## config.mk

```make
export PLATFORM = sky130hd
export DESIGN_NAME = sweep_ctrl_flat
export DESIGN_NICKNAME = d
export VERILOG_FILES = /design/src/rtl/sweep_pkg.sv /design/src/rtl/sweep_ctrl_if.sv /design/src/rtl/updown_counter.sv /design/src/rtl/sweep_ctrl.sv /design/src/flat_wrapper.sv
export SDC_FILE = /design/constraint.sdc
export NUM_CORES = 1
export LEC_CHECK = 0
export BUFFER_PORTS_ARGS = -buffer_cell sky130_fd_sc_hd__buf_4
export CORE_MARGIN = 5
export CORE_UTILIZATION = 57
export CTS_CLUSTER_SIZE = 16
export DETAILED_ROUTE_END_ITERATION = 7
export PLACE_DENSITY_LB_ADDON = 0.25
export SETUP_SLACK_MARGIN = 0.15
export SLEW_MARGIN = 20
export SYNTH_ARGS = -nofsm -noshare
export SYNTH_HDL_FRONTEND = slang
export SYNTH_HIERARCHICAL = 1
export SYNTH_SLANG_ARGS = --single-unit
```

## constraint.sdc

```tcl
create_clock -name clk -period 4.6 [get_ports clk]
set_input_delay 0.92 -clock clk [delete_from_list [all_inputs] [get_ports clk]]
set_output_delay 0.92 -clock clk [all_outputs]
set_load 0.01 [all_outputs]
```

## src/rtl/sweep_pkg.sv

```systemverilog
// Shared encodings for the sweep controller: sweep modes and FSM states.
package sweep_pkg;

    typedef enum logic [1:0] {
        MODE_UP_WRAP   = 2'd0,
        MODE_DOWN_WRAP = 2'd1,
        MODE_PINGPONG  = 2'd2,
        MODE_SINGLE    = 2'd3
    } mode_t;

    typedef enum logic [1:0] {
        IDLE = 2'd0,
        RUN  = 2'd1,
        DONE = 2'd2
    } state_t;

endpackage

```

## src/rtl/sweep_ctrl_if.sv

```systemverilog
// Control/status bundle of the sweep controller; the master drives commands, the slave reports the sweep.
interface sweep_ctrl_if #(
    parameter int WIDTH = 3
);
    logic             start;
    logic             stop;
    logic [1:0]       mode;
    logic [WIDTH-1:0] limit;
    logic [WIDTH-1:0] count;
    logic             dir;
    logic             busy;
    logic             done;

    modport master (
        output start, stop, mode, limit,
        input  count, dir, busy, done
    );

    modport slave (
        input  start, stop, mode, limit,
        output count, dir, busy, done
    );
endinterface

```

## src/rtl/updown_counter.sv

```systemverilog
// Loadable up/down counter; load wins over a step, all arithmetic wraps modulo 2^WIDTH.
module updown_counter #(
    parameter int WIDTH = 3
) (
    input  logic             clk,
    input  logic             rst_n,
    input  logic             en,
    input  logic             dir,
    input  logic             load,
    input  logic [WIDTH-1:0] load_val,
    output logic [WIDTH-1:0] count
);

    always_ff @(posedge clk) begin
        if (!rst_n) begin
            count <= '0;
        end else if (load) begin
            count <= load_val;
        end else if (en) begin
            count <= dir ? count + 1'b1 : count - 1'b1;
        end
    end

endmodule

```

## src/rtl/sweep_ctrl.sv

```systemverilog
// Sweep sequencer driving an updown_counter. Define SWEEP_CTRL_PRESCALE_EN to step once every
// PRESCALE cycles instead of every cycle.
module sweep_ctrl
    import sweep_pkg::*;
#(
    parameter int WIDTH    = 3,
    parameter int PRESCALE = 4
) (
    input  logic         clk,
    input  logic         rst_n,
    sweep_ctrl_if.slave  bus
);

    state_t           state, state_nxt;
    mode_t            mode_r;
    logic [WIDTH-1:0] lim_r, lim_eff, count, load_val;
    logic             dir_r, dir_nxt, busy_r, done_r;
    logic             tick, go, at_top, at_bottom;
    logic             cnt_en, cnt_dir, cnt_load;

    assign lim_eff   = (bus.limit == '0) ? '1 : bus.limit;
    assign go        = bus.start && !bus.stop;
    assign at_top    = (count == lim_r);
    assign at_bottom = (count == '0);

`ifdef SWEEP_CTRL_PRESCALE_EN
    // One-hot ring: the tick fires when the token reaches the top bit, PRESCALE cycles after a clear.
    logic [PRESCALE-1:0] phase;

    always_ff @(posedge clk) begin
        if (!rst_n || state != RUN || bus.stop) begin
            phase <= PRESCALE'(1);
        end else begin
            phase <= (phase << 1) | PRESCALE'(phase[PRESCALE-1]);
        end
    end

    assign tick = phase[PRESCALE-1];
`else
    assign tick = 1'b1;
`endif

    always_comb begin
        state_nxt = state;
        dir_nxt   = dir_r;
        cnt_en    = 1'b0;
        cnt_dir   = 1'b1;
        cnt_load  = 1'b0;
        load_val  = '0;
        unique case (state)
            IDLE: begin
                if (go) begin
                    state_nxt = RUN;
                    cnt_load  = 1'b1;
                    if (mode_t'(bus.mode) == MODE_DOWN_WRAP) begin
                        load_val = lim_eff;
                        dir_nxt  = 1'b0;
                    end else begin
                        dir_nxt  = 1'b1;
                    end
                end
            end
            RUN: begin
                // A single sweep ends as soon as the counter sits on the limit, without waiting for a tick.
                if (bus.stop) begin
                    state_nxt = IDLE;
                end else if (mode_r == MODE_SINGLE && at_top) begin
                    state_nxt = DONE;
                end else if (tick) begin
                    unique case (mode_r)
                        MODE_UP_WRAP: begin
                            if (at_top) cnt_load = 1'b1;
                            else        cnt_en   = 1'b1;
                        end
                        MODE_DOWN_WRAP: begin
                            if (at_bottom) begin
                                cnt_load = 1'b1;
                                load_val = lim_r;
                            end else begin
                                cnt_en  = 1'b1;
                                cnt_dir = 1'b0;
                            end
                        end
                        MODE_PINGPONG: begin
                            cnt_en = 1'b1;
                            if (dir_r) begin
                                if (at_top) begin
                                    cnt_dir = 1'b0;
                                    dir_nxt = 1'b0;
                                end
                            end else if (at_bottom) begin
                                dir_nxt = 1'b1;
                            end else begin
                                cnt_dir = 1'b0;
                            end
                        end
                        MODE_SINGLE: cnt_en = 1'b1;
                        default:     cnt_en = 1'b0;
                    endcase
                end
            end
            DONE:    state_nxt = IDLE;
            default: state_nxt = IDLE;
        endcase
    end

    always_ff @(posedge clk) begin
        if (!rst_n) begin
            state  <= IDLE;
            mode_r <= MODE_UP_WRAP;
            lim_r  <= '1;
            dir_r  <= 1'b1;
            busy_r <= 1'b0;
            done_r <= 1'b0;
        end else begin
            state  <= state_nxt;
            dir_r  <= dir_nxt;
            busy_r <= (state_nxt == RUN);
            done_r <= (state_nxt == DONE);
            if (state == IDLE && go) begin
                mode_r <= mode_t'(bus.mode);
                lim_r  <= lim_eff;
            end
        end
    end

    updown_counter #(
        .WIDTH(WIDTH)
    ) u_counter (
        .clk      (clk),
        .rst_n    (rst_n),
        .en       (cnt_en),
        .dir      (cnt_dir),
        .load     (cnt_load),
        .load_val (load_val),
        .count    (count)
    );

    assign bus.count = count;
    assign bus.dir   = dir_r;
    assign bus.busy  = busy_r;
    assign bus.done  = done_r;

endmodule

```

## src/flat_wrapper.sv

```systemverilog
// flat-port wrapper written by rule: the top's interface ports become plain ports
module sweep_ctrl_flat import sweep_pkg::*;
#(
    parameter int WIDTH    = 3,
    parameter int PRESCALE = 4
)
  (clk, rst_n, bus_start, bus_stop, bus_mode, bus_limit, bus_count, bus_dir, bus_busy, bus_done);
  sweep_ctrl_if #(.WIDTH(WIDTH)) bus_i ();
  input  logic clk;
  input  logic rst_n;
  input wire logic [$bits(bus_i.start)-1:0] bus_start;
  input wire logic [$bits(bus_i.stop)-1:0] bus_stop;
  input wire logic [$bits(bus_i.mode)-1:0] bus_mode;
  input wire logic [$bits(bus_i.limit)-1:0] bus_limit;
  output wire logic [$bits(bus_i.count)-1:0] bus_count;
  output wire logic [$bits(bus_i.dir)-1:0] bus_dir;
  output wire logic [$bits(bus_i.busy)-1:0] bus_busy;
  output wire logic [$bits(bus_i.done)-1:0] bus_done;
  assign bus_i.start = bus_start;
  assign bus_i.stop = bus_stop;
  assign bus_i.mode = bus_mode;
  assign bus_i.limit = bus_limit;
  assign bus_count = bus_i.count;
  assign bus_dir = bus_i.dir;
  assign bus_busy = bus_i.busy;
  assign bus_done = bus_i.done;
  sweep_ctrl #(.WIDTH(WIDTH), .PRESCALE(PRESCALE)) u_core (.clk(clk), .rst_n(rst_n), .bus(bus_i));
endmodule
```

# Word level (Yosys, flattened, before mapping)

Cells that the tools add are included.

Bits in registers: 13
Input bits: 9
Word-level logic and storage cells: 72

$add $sub $neg: 2
Equality and inequality tests: 12
Muxes and demuxes: 39
Reductions and logical operators: 12

Operators with widths:

| cell                                              | count |
|---|---|
| two-way mux 3 bit                                 | 10 |
| two-way mux 1 bit                                 | 19 |
| == test 2 x 1 -> 1 bit (second input constant)    | 4 |
| one-hot mux 1 bit (2 select lines)                | 4 |
| == test 2 bit (second input constant)             | 3 |
| logical NOT 3 bit                                 | 2 |
| two-way mux 2 bit                                 | 3 |
| one-hot mux 3 bit (2 select lines)                | 1 |
| AND reduction 5 bit                               | 1 |
| logical NOT 2 bit                                 | 2 |
| != test 2 x 1 -> 1 bit (second input constant)    | 2 |
| != test 2 bit (second input constant)             | 2 |
| one-hot mux 2 bit (2 select lines)                | 1 |
| nonzero test 2 bit                                | 2 |
| adder 3 x 1 -> 3 bit (second input constant)      | 1 |
| == test 3 bit                                     | 1 |
| logical AND 1 bit                                 | 3 |
| one-hot mux 1 bit (3 select lines)                | 1 |
| subtractor 3 x 1 -> 3 bit (second input constant) | 1 |
| OR reduction 2 bit                                | 1 |
| logical NOT 1 bit                                 | 1 |

# Logic depth before layout (Yosys ltp)

Word-level depth: 10
Mapped depth: 10
Depth with buffers taken out: 10

# By module

Netlist, hierarchy kept.

By module, submodules not included:

| module         | instances | cells each | area each (sq um) | seq. area each (sq um) |
|---|---|---|---|---|
| sweep_ctrl     | 1         | 76         | 651.9             | 200.2 |
| updown_counter | 1         | 19         | 173.9             | 60.1 |

# Worst setup path after synthesis

No wires, ideal clock.

Path kind: input port to flip-flop
From: input bus_stop
To: register u_core.u_counter.count[2]
Setup time: 0.122 ns
Arrival time: 2.439 ns
Data required time: 4.478 ns
Path slack: 2.040 ns
Stages on the path: 8
Path buffers: 0
Cell sequence: nor3b_1 > o41ai_2 > a211o_1 > inv_1 > fa_1 > xor2_1 > nor3_1 > o311a_1

Longest elaborated chain between the ends: 5

RTL lines:

| what                   | RTL line             | RTL |
|---|---|---|
| start: declaration     | flat_wrapper.sv:12   | `input wire logic [$bits(bus_i.stop)-1:0] bus_stop;` |
| two-way mux 1 bit      | sweep_ctrl.sv:65     | `if (bus.stop) begin` |
| two-way mux 1 bit      | sweep_ctrl.sv:50     | `unique case (state)` |
| via u_core.cnt_dir     | sweep_ctrl.sv:19     | `logic cnt_en, cnt_dir, cnt_load;` |
| two-way mux 3 bit      | updown_counter.sv:20 | `count <= dir ? count + 1'b1 : count - 1'b1;` |
| two-way mux 3 bit      | updown_counter.sv:19 | `end else if (en) begin` |
| two-way mux 3 bit      | updown_counter.sv:17 | `end else if (load) begin` |
| end signal: assignment | updown_counter.sv:18 | `count <= load_val;` |
| end signal: assignment | updown_counter.sv:20 |  |
| end: declaration       | updown_counter.sv:11 | `output logic [WIDTH-1:0] count` |

The timed path passes the listed nets, and every way through them passes these cells. The select of a mux whose other input is x is not followed.
A chain may end at the register's enable or synchronous reset.

# Worst setup path after layout

From: register u_core.mode_r[0]
To: register u_core.u_counter.count[2]

Longest elaborated chain between the ends: 8

RTL lines:

| what                                                                    | RTL line                           | RTL |
|---|---|---|
| start: declaration                                                      | sweep_ctrl.sv:15                   | `mode_t mode_r;` |
| start signal: assignment                                                | sweep_ctrl.sv:121                  | `mode_r <= mode_t'(bus.mode);` |
| == test 2 bit (tied with other cells)                                   | sweep_ctrl.sv:70                   | `unique case (mode_r)` |
| one-hot mux 1 bit (2 select lines) or logical AND 1 bit (tied branches) | sweep_ctrl.sv:70, sweep_ctrl.sv:67 |  |
| two-way mux 1 bit (*)                                                   | sweep_ctrl.sv:67                   | `end else if (mode_r == MODE_SINGLE && at_top) begin` |
| two-way mux 1 bit (*)                                                   | sweep_ctrl.sv:65                   |  |
| two-way mux 1 bit (*)                                                   | sweep_ctrl.sv:50                   |  |
| via u_core.cnt_dir                                                      | sweep_ctrl.sv:19                   |  |
| two-way mux 3 bit (*)                                                   | updown_counter.sv:20               |  |
| two-way mux 3 bit (*)                                                   | updown_counter.sv:19               |  |
| two-way mux 3 bit (*)                                                   | updown_counter.sv:17               |  |

The timed path passes the listed nets; every way through them passes the cells marked *. The select of a mux whose other input is x is not followed.

==> results.txt <==
----------------------------------------------------
[Synthesis]
  Unique masters post-synth ... 36
  Number of warnings printed during yosys synthesis ... 6
  Most frequently used flop master after synthesis ... sky130_fd_sc_hd__dfxtp_1
  Largest family of logic cells by synthesized area ... simple AND/OR/NAND/NOR gates
  Post-synthesis simple-gate area fraction ... between 20% and 30%
  Proportion of register bits with asynchronous set or reset after synthesis ... 0%
  Flop and latch count out of synthesis ... 13
  EDFF count, synth ... 0
  Fraction of synthesized cell area in xor and xnor cells ... around 5.3%
  Post-synth design cell area ... just over 800 um2
  Syn_nets ... approximately 110
  Synth Area per Inst ... just under 9 um2
  Share of the yosys chip area belonging to registers ... a little under a third
  Adder-Cell Fraction of Synth Area ... 8.48%
  Synthesized instance count ... 95
  Post-synthesis mux area share ... under 10%
  Synthesized-area fraction occupied by ao, oa, aoi and oai cells ... 21.7%

[Clock tree]
  # clock sinks ... 13
  Post-CTS setup buffer count ... 0
  H-tree depth reported by CTS ... 1
  Post-CTS clock slew at the launch and capture registers of the worst setup and hold paths ... 0.08 ns
  Clock network latency to the later pin of the worst-skew pair ... around 0.27 ns
  Post-CTS resize count ... 0
  CTS Root Buffer Type ... sky130_fd_sc_hd__clkbuf_4
  Hold-fix buffer count after cts ... 0
  Number of buffers inserted during clock tree synthesis ... 3
  Maximum buffer depth of the clock tree ... 2
  CTS tree ... done

[Route]
  Total Wirelength ... 1770 um
  Metal2 WL ... around 900 um
  Top routing layer in use ... met4
  Total iterations of the first detailed-routing run ... 4
  Total via count in the routed design ... approximately 740
  Met3 routed WL ... between 90 and 100 um
  Detailed-route DRC error count ... 0
  Avg WL per Cell ... between 10 and 15 um
  Number of design-rule violations left by the first detailed-router iteration ... 21
  Final ANT Viol Nets ... 0
  Average vias per placed instance ... roughly 5.9
  M1 WL ... between 700 and 800 um

[Critical path]
  Arrival time at the worst endpoint ... around 2.8 ns
  Family of cells with the greatest summed delay on the critical path ... compound AO/OA/AOI/OAI gates
  Launching element of the worst setup path ... u_core/mode_r[0]$_SDFFE_PN0P_
  Highest cell delay on the worst timing path ... 0.53 ns
  Endpoint type of the worst setup path ... flip-flop
  End of the worst register-to-register path ... u_core/u_counter/count[2]$_SDFFE_PN0P_
  Critical Setup Path Class ... flip-flop to flip-flop
  Required arrival time at the worst endpoint ... 4.76 ns
  Series of cell instances along the critical path ... ha_1, inv_1, o41ai_2, a211o_1, inv_1, fa_1, xor2_1, o21a_1, o311a_1
  Element type at the critical path start ... flip-flop
  Max stage delay cell, worst path ... sky130_fd_sc_hd__o41ai_2
  Total buffers and inverters traversed by the critical path ... 2
  Worst-path maximum fanout ... 6
  Depth of the worst register-to-register path ... 9
  Reg2Reg Setup Slack ... a little under 2 ns
  Reg-to-reg critical path startpoint ... u_core/mode_r[0]$_SDFFE_PN0P_
  Cell mode on critical path ... sky130_fd_sc_hd__inv_1

[Hold path]
  Launch instance of the worst min-delay path ... u_core/lim_r[2]$_SDFFE_PN1P_
  Hold/Removal Path Class ... flip-flop to flip-flop
  Depth of the worst hold-timing path ... 2
  Hold-critical path endpoint ... u_core/lim_r[2]$_SDFFE_PN1P_

[Timing]
  Count of endpoints failing setup in the final report ... 0
  Hold Violations, Final ... 0
  Part of the cycle the worst path needs ... between 50% and 60%
  Final worst path period need ... 2.66 ns
  Setup repair after global routing missed its margin ... no
  Worst Hold Slack ... between 0.5 and 0.6 ns
  Worst slew slack as a fraction of its limit ... between 50% and 60%
  Fmax achieved ... around 380 MHz
  Fin. max-slew vios ... 0
  Setup slack after layout ... around 1.9 ns
  Worst Tran Pin Value ... roughly 0.64 ns
  Aggregate negative setup slack ... 0 ns
  Final clock skew ... about 0.0028 ns

[Die]
  Die Area ... around 2300 um2
  Area of the core ... ~1300 um2
  Overall die width ... roughly 48 um
  Ports ... 15
  Initial cell density of the core ... between 60 and 70%
  Number of placement rows ... 13
  Die boundary height ... slightly below 50 um

[Power]
  Power density over the cells ... ~240 nW/um2
  Static leakage ... about 0.39 nW
  Worst IR Drop VDD ... between 0.00015 and 0.0002 V

[Finish]
  Most frequent standard cell in the layout excluding fill and tap cells ... sky130_fd_sc_hd__buf_4
  Share of final-layout standard cells stronger than drive strength 1 ... 18.9%
  Antenna fix cells ... 0
  Final-stage net count ... around 130
  Count of filler cells inserted in the layout ... approximately 120
  Most frequent cells in the layout ... 14 x sky130_fd_sc_hd__buf_4, 13 x sky130_fd_sc_hd__dfxtp_1, 11 x sky130_fd_sc_hd__nand2_1
  Synth-to-layout area growth ... 17.3%

[Status]
  Result of the run ... finished clean

[Global routing]
  GRT overflow ... 0
  First-pass GRT wire length ... between 2000 and 3000 um
  Initial antenna violation count ... 0
  Gr usage total ... between 10% and 20%
  Vias in the first global route ... ~720
  Pin count of the biggest net entering global routing ... 14

[Placed design]
  RD Place Congestion ... 0.845
  Worst setup timing slack at the placement stage ... about 1.7 ns
  Half-perimeter wire length after placement ... around 1400 um
  Number of port buffers ... 14

[Flow run]
  Number of maximum-capacitance constraint violations ... 0

----------------------------------------------------
-- area by class of cell --
type	instances	area, um2	share of cell area (%)
multi-input combinational	75	539	55.7
sequential	13	260	26.9
timing repair buffer	14	105	10.9
clock buffer	4	26.3	2.71
inverter	5	18.8	1.94
tap	15	18.8	1.94
-- worst max-delay path by stage --
stage / slack [ns] / end / cells past startpoint
final: 1.94 / u_core/u_counter/count[2]$_SDFFE_PN0P_ / 9
after global routing: 1.80 / u_core/u_counter/count[2]$_SDFFE_PN0P_ / 9
after CTS: 1.96 / u_core/u_counter/count[2]$_SDFFE_PN0P_ / 9
after detailed placement: 1.74 / u_core/u_counter/count[1]$_SDFFE_PN0P_ / 9
after global placement: 1.81 / u_core/u_counter/count[1]$_SDFFE_PN0P_ / 9
after floorplan: 2.04 / u_core/u_counter/count[2]$_SDFFE_PN0P_ / 8
-- power breakdown --
| group | switching (mW) | leakage [nW] | internal [mW] |
|---|---|---|---|
| Combinational | 0.0233 | 0.270 | 0.0206 |
| Clock | 0.0357 | 0.0150 | 0.0335 |
| Sequential | 0.00585 | 0.106 | 0.118 |
-- per-layer routing --
layer / vias up / global-route usage, %
met4: 0 / 9.68
met5: - / 0
met1: 349 / 22.8
met3: 2 / 3.38
li1: 373 / -
met2: 17 / 31.7
-- cell families after synthesis --
family / after synthesis
buffers and inverters: 7
adders and majority gates: 5
and+or+nand+nor: 41
AOI/OAI and AO/OA: 23
muxes: 1
DFF: 13
xor gates and xnor gates: 5
-- stage by stage --
stage | utilization [%] | power, mW | instance area, um2 | std cells
after floorplan | - | 0.153 | 826 | 95
after global placement | 70.6 | 0.169 | 942 | 122
after detailed placement | 70.6 | 0.170 | 942 | 122
after CTS | 72.6 | 0.240 | 968 | 126
after global routing | 72.6 | 0.254 | 968 | 126
final | 72.6 | 0.237 | 968 | 126
-- sequential cells by signal, summed over array words and instances (netlist names) --
name,flops
u_core/lim_r,3
u_core/state,2
u_core/mode_r,2
u_core/u_counter/count,3
u_core/bus.dir,1
u_core/bus.done,1
u_core/bus.busy,1
-- worst reg2reg max path: cells and delay by family (launching register included) --
family / cells / cell delay (ns)
DFF: 1 / 0.38
buffers and inverters: 2 / 0.14
AOI/OAI and AO/OA: 4 / 1.17
xor gates and xnor gates: 1 / 0.17
adders and majority gates: 2 / 0.69
-- cell usage after synthesis, types with 2 or more instances --
master	count	area share (%)
sky130_fd_sc_hd__dfxtp_1	13	32
sky130_fd_sc_hd__nand2_1	11	5.0
sky130_fd_sc_hd__nor2_1	7	3.2
sky130_fd_sc_hd__o21ai_0	6	3.6
sky130_fd_sc_hd__a21boi_0	5	4.5
sky130_fd_sc_hd__inv_1	5	2.3
sky130_fd_sc_hd__ha_1	4	6.1
sky130_fd_sc_hd__nor3_1	4	2.4
sky130_fd_sc_hd__xor2_1	4	4.2
sky130_fd_sc_hd__and2_1	3	2.3
sky130_fd_sc_hd__nand2b_1	3	2.3
sky130_fd_sc_hd__nand3_1	3	1.8
sky130_fd_sc_hd__and4_1	2	2.1
sky130_fd_sc_hd__o21a_1	2	1.8
sky130_fd_sc_hd__o2bb2ai_1	2	2.1
No activity file was read; power rests on OpenSTA's default activity.
